**src/rtl/run_event_logger.sv**
```systemverilog
// rtl/run_event_logger.sv - run length/polarity recorder with record FIFO and drop statistics
module run_event_logger #(
    parameter int DET_LEN = 4,
    parameter int LEN_W   = 8,
    parameter int DEPTH   = 4
) (
    input  logic             clk,
    input  logic             reset,
    input  logic             a,
    input  logic             y,
    input  logic             clr,
    input  logic             rec_ready,
    output logic             rec_valid,
    output logic             rec_pol,
    output logic [LEN_W-1:0] rec_len,
    output logic             ovf,
    output logic [7:0]       drop_cnt
);

    localparam int AW = $clog2(DEPTH);

    typedef enum logic {
        IDLE,
        RUN
    } state_t;

    state_t           state, state_nx;
    logic             a_d;
    logic             pol, pol_nx;
    logic [LEN_W-1:0] len, len_nx;
    logic             push;

    logic [LEN_W:0]   mem [DEPTH];
    logic [AW-1:0]    wr_ptr, rd_ptr;
    logic [AW:0]      count;
    logic             full, pop, wr_en, drop;
    logic [LEN_W:0]   head;

    // Run tracker registers; a reset mid-run simply discards the partial run.
    always_ff @(posedge clk or negedge reset) begin
        if (!reset) begin
            state <= IDLE;
            a_d   <= 1'b0;
            pol   <= 1'b0;
            len   <= '0;
        end else begin
            state <= state_nx;
            a_d   <= a;
            pol   <= pol_nx;
            len   <= len_nx;
        end
    end

    // Next-state: latch polarity at run start, count while y holds, push when y drops.
    always_comb begin
        state_nx = state;
        pol_nx   = pol;
        len_nx   = len;
        push     = 1'b0;
        case (state)
            IDLE: begin
                if (y) begin
                    state_nx = RUN;
                    pol_nx   = a_d;
                    len_nx   = LEN_W'(DET_LEN);
                end
            end
            RUN: begin
                if (y) begin
                    if (len != {LEN_W{1'b1}}) begin
                        len_nx = len + LEN_W'(1);
                    end
                end else begin
                    push     = 1'b1;
                    state_nx = IDLE;
                end
            end
            default: state_nx = IDLE;
        endcase
    end

    // A push into a full FIFO is still accepted if the head leaves in the same cycle.
    always_comb begin
        full  = (count == (AW+1)'(DEPTH));
        pop   = rec_valid & rec_ready;
        wr_en = push & (~full | pop);
        drop  = push & full & ~pop;
    end

    // Record storage needs no reset: entries are only visible through count.
    always_ff @(posedge clk) begin
        if (wr_en) begin
            mem[wr_ptr] <= {pol, len};
        end
    end

    // Pointer and occupancy bookkeeping; pointers wrap naturally at DEPTH.
    always_ff @(posedge clk or negedge reset) begin
        if (!reset) begin
            wr_ptr <= '0;
            rd_ptr <= '0;
            count  <= '0;
        end else begin
            if (wr_en) wr_ptr <= wr_ptr + AW'(1);
            if (pop)   rd_ptr <= rd_ptr + AW'(1);
            case ({wr_en, pop})
                2'b10:   count <= count + (AW+1)'(1);
                2'b01:   count <= count - (AW+1)'(1);
                default: count <= count;
            endcase
        end
    end

    // Loss statistics; clear has priority over a drop in the same cycle.
    always_ff @(posedge clk or negedge reset) begin
        if (!reset) begin
            ovf      <= 1'b0;
            drop_cnt <= 8'd0;
        end else if (clr) begin
            ovf      <= 1'b0;
            drop_cnt <= 8'd0;
        end else if (drop) begin
            ovf <= 1'b1;
            if (drop_cnt != 8'hFF) drop_cnt <= drop_cnt + 8'd1;
        end
    end

    // Head record outputs, forced to zero while the FIFO is empty.
    always_comb begin
        head      = mem[rd_ptr];
        rec_valid = (count != '0);
        rec_pol   = rec_valid & head[LEN_W];
        rec_len   = rec_valid ? head[LEN_W-1:0] : '0;
    end

endmodule

```
**config.mk**
```make
export PLATFORM = sky130hd
export DESIGN_NAME = run_event_logger
export DESIGN_NICKNAME = d
export VERILOG_FILES = /design/src/rtl/run_event_logger.sv
export SDC_FILE = /design/constraint.sdc
export NUM_CORES = 1
export LEC_CHECK = 0
export CELL_PAD_IN_SITES_DETAIL_PLACEMENT = 1
export CELL_PAD_IN_SITES_GLOBAL_PLACEMENT = 2
export CORE_MARGIN = 3
export CORE_UTILIZATION = 43
export DETAILED_ROUTE_END_ITERATION = 16
export PLACE_DENSITY_LB_ADDON = 0.1
export SLEW_MARGIN = 15
export SYNTH_ARGS = -nofsm -noshare
export SYNTH_HDL_FRONTEND = slang
export SYNTH_SLANG_ARGS = --single-unit
```
**constraint.sdc**
```tcl
create_clock -name clk -period 4.97 [get_ports clk]
set_input_delay 0.7455 -clock clk [delete_from_list [all_inputs] [get_ports clk]]
set_output_delay 0.7455 -clock clk [all_outputs]
set_load 0.05 [all_outputs]
```
==> out/metrics.yaml <==
status:
  outcome: "complete, no violations"
placement:
  post_dp_cell_area_sq_um: 3170
  dp_hpwl_um: 4290
  io_buffers: 24
  gp_congestion: 0.764
floorplan:
  dieArea_sq_um: 7700
  die_y_um: 87.8
  io_pins: 25
  num_rows: 29
  die_w_um: 87.8
  fp.coreArea_sq_um: 6420
  start_util_pct: 44.8
routing:
  drt_first_pass_iters: 4
  drt-initial-drc-count: 88
  ant_nets: 0
  drt_drc_violations_left: 0
  route.vias.total: 1852
  routedWlPerCell_um: 19.2
  viasPerCell: 5.73
  finalWirelength_um: 6200
sta:
  final_max_slew_viol_count: 0
  max_freq_ghz: 0.302
  slew_headroom_pct: 53.4
  tightest_slew_ps: 698
  tns_ps: 0
  skew_ps: 6.73
  period_share_pct: 66.6
  finalHoldViolations: 0
  setup-violations-final: 0
  rsz0062_at_grt: "no"
  layout_min_cycle_time_ps: 3310
clock_tree:
  post_cts_buffers: 0
  cts_max_level: 3
  clock-root-buffer: "clkbuf_8"
  tritoncts: "done"
  clock-sinks: 63
  clock_tree.buffer_depth: 2
  cts_hold_buf: 0
  cts_buffers: 9
  clock_latency_ps: 330
  post_cts_resized: 0
  path_clk_slew_ps: 80
global_route:
  grt_start_max_net_pins: 28
  first_global_vias: 1978
  overflow: 0
  antenna_found_initial: 0
  track_usage_pct: 18.0
  grt_first_pass_wirelength_um: 10300
synth:
  synth_edf_count: 36
  syn_area_sq_um: 2880
  netlist_instances: 215
  synth_ff_type: "edfxtp_1"
  avgSynthCellArea_sq_um: 13.4
  synth_seq_cells: 63
  synth_nets: 228
  synth.distinct_cells: 44
  ys_warn_count: 0
  async_reset_ff_share_pct: 42.9
  synth_seq_area_share_pct: 61.1
min_path:
  worst_hold_path_type: "reg2reg"
cells_and_area:
  nets: 254
  multi_input_area_sq_um: 1040
  design_area_sq_um: 3370
  diodes: 0
  area_delta_synth_final_pct: 17.1
  fillers: 658
  seqCellArea_sq_um: 1760
  drive_gt1_share_pct: 11.8
worst_setup_path:
  path_class: "reg2out"
  crit_path_end_kind: "primary output"
  crit_buf_inv: 1
  setup.worst_path.start_class: "flip-flop"
  cp_slowest_cell: "dfrtp_1"
  cp_max_fo: 11
  critPathArrivalTime_ps: 2570
  worstPathCellList: "mux4_2 > and2_1 > clkdlybuf4s50_1"
  cp.required_ps: 4220
  cp_top_family: "flip-flops"
  slowest_delay_ps: 770
power_and_ir_drop:
  p_per_area_nw_per_um2: 537
  ir_drop_uv: 172
  p_leak_nw: 1.25
job:
  drv_cap: 0
[logic make-up after synthesis]
kind of cell               Yosys count  synth area share [%]
DFF                                 63                  61.1
muxes                               12                  8.14
and+or+nand+nor                     74                  14.1
adders and majority gates            7                  3.31
xor gates and xnor gates             9                  2.74
buffers and inverters               17                  2.61
AOI/OAI and AO/OA                   33                  8.01
[worst paths after layout]
kind / depth (start not counted) / slack, ps / from / endpoint
max in group asynchronous: 2 / 3880 / reset / drop_cnt[0]
worst min register to register: 2 / 470 / a_d / pol
worst max register to register: 6 / 2650 / count[1] / count[1]
worst max-delay path: 3 / 1660 / rd_ptr[0] / rec_len[4]
min in group asynchronous: 2 / 800 / reset / rd_ptr[1]
worst min-delay path: 2 / 470 / a_d / pol
[layout make-up]
type,instances,share of cell area [%]
inverters,7,0.780
repair buffers,25,7.36
clock buffers,9,3.68
multi-input cells,135,31.0
clock inverters,7,2.16
well taps,77,2.86
flip-flops and latches,63,52.2
[per-layer routing]
| metal | global-route usage [%] | wire, um | up-vias |
|---|---|---|---|
| met2 | 30.3 | 3150 | 33 |
| met5 | 0 | 0 | - |
| met4 | 5.86 | 55 | 0 |
| met1 | 23.5 | 2840 | 950 |
| li1 | - | - | 862 |
| met3 | 3.20 | 160 | 7 |
[power breakdown]
| group | leakage (nW) | internal, mW | switching [mW] |
|---|---|---|---|
| clock network | 0.0956 | 0.232 | 0.210 |
| logic | 0.470 | 0.262 | 0.383 |
| registers | 0.681 | 0.626 | 0.0948 |
| total | 1.25 | 1.12 | 0.688 |
[state kept, by name, indices dropped and copies added, names as in the netlist]
| name | flops |
|---|---|
| rd_ptr | 2 |
| drop_cnt | 8 |
| mem | 36 |
| len | 8 |
| count | 3 |
| pol | 1 |
| a_d | 1 |
| ovf | 1 |
| wr_ptr | 2 |
| state | 1 |
[worst reg2reg max path: cells and delay by family (launching register included)]
kind | cells | cell delay (ps)
AO/OA/AOI/OAI | 3 | 530
adder cells (fa/ha/maj) | 1 | 450
flip-flops | 1 | 450
AND/OR/NAND/NOR | 2 | 800
[through the flow]
stage / total power, mW / cells / hold slack [ps] / worst slack (ps) / utilization [%]
2_1_floorplan: 1.18 / 215 / 414 / 2540 / -
3_3_place_gp: 1.35 / 307 / 443 / 1870 / 49.4
3_5_place_dp: 1.38 / 307 / 452 / 1710 / 49.4
4_1_cts: 1.83 / 323 / 471 / 1590 / 52.4
5_1_grt: 1.91 / 323 / 510 / 1500 / 52.4
6_report: 1.81 / 323 / 472 / 1660 / 52.4
[cell usage after synthesis (2+ instances only)]
cell type	count	area (sq um)
inv_1	7	26.3
and3_1	8	50.1
nand2b_1	3	18.8
nor4_1	3	18.8
or3_1	2	12.5
nor4b_1	2	17.5
mux2i_1	2	20.0
ha_1	6	75.1
nand3_1	10	50.1
o31ai_1	2	15.0
dfrtp_1	27	676
a21oi_1	10	50.1
nand4_1	2	12.5
nand2_1	17	63.8
clkbuf_1	5	18.8
a22o_1	2	17.5
nor2_1	8	30.0
or4_1	3	22.5
xor2_1	2	17.5
o21ai_0	6	30.0
buf_2	3	15.0
and2_1	10	62.6
edfxtp_1	36	1080
o211ai_1	3	22.5
mux4_2	9	203
xnor2_1	7	61.3
nor2b_1	3	18.8
[layout by cell type (no fill, tap or decap), types with 6 or more instances in the layout]
| master | count |
|---|---|
| and2_1 | 10 |
| inv_1 | 7 |
| a21oi_1 | 10 |
| xnor2_1 | 7 |
| nand2_1 | 17 |
| o21ai_0 | 6 |
| mux4_2 | 9 |
| nor2_1 | 8 |
| and3_1 | 8 |
| clkbuf_8 | 9 |
| nand3_1 | 10 |
| ha_1 | 6 |
| clkdlybuf4s50_1 | 24 |
| edfxtp_1 | 36 |
| dfrtp_1 | 27 |
Power figures use the tool's default switching activity.
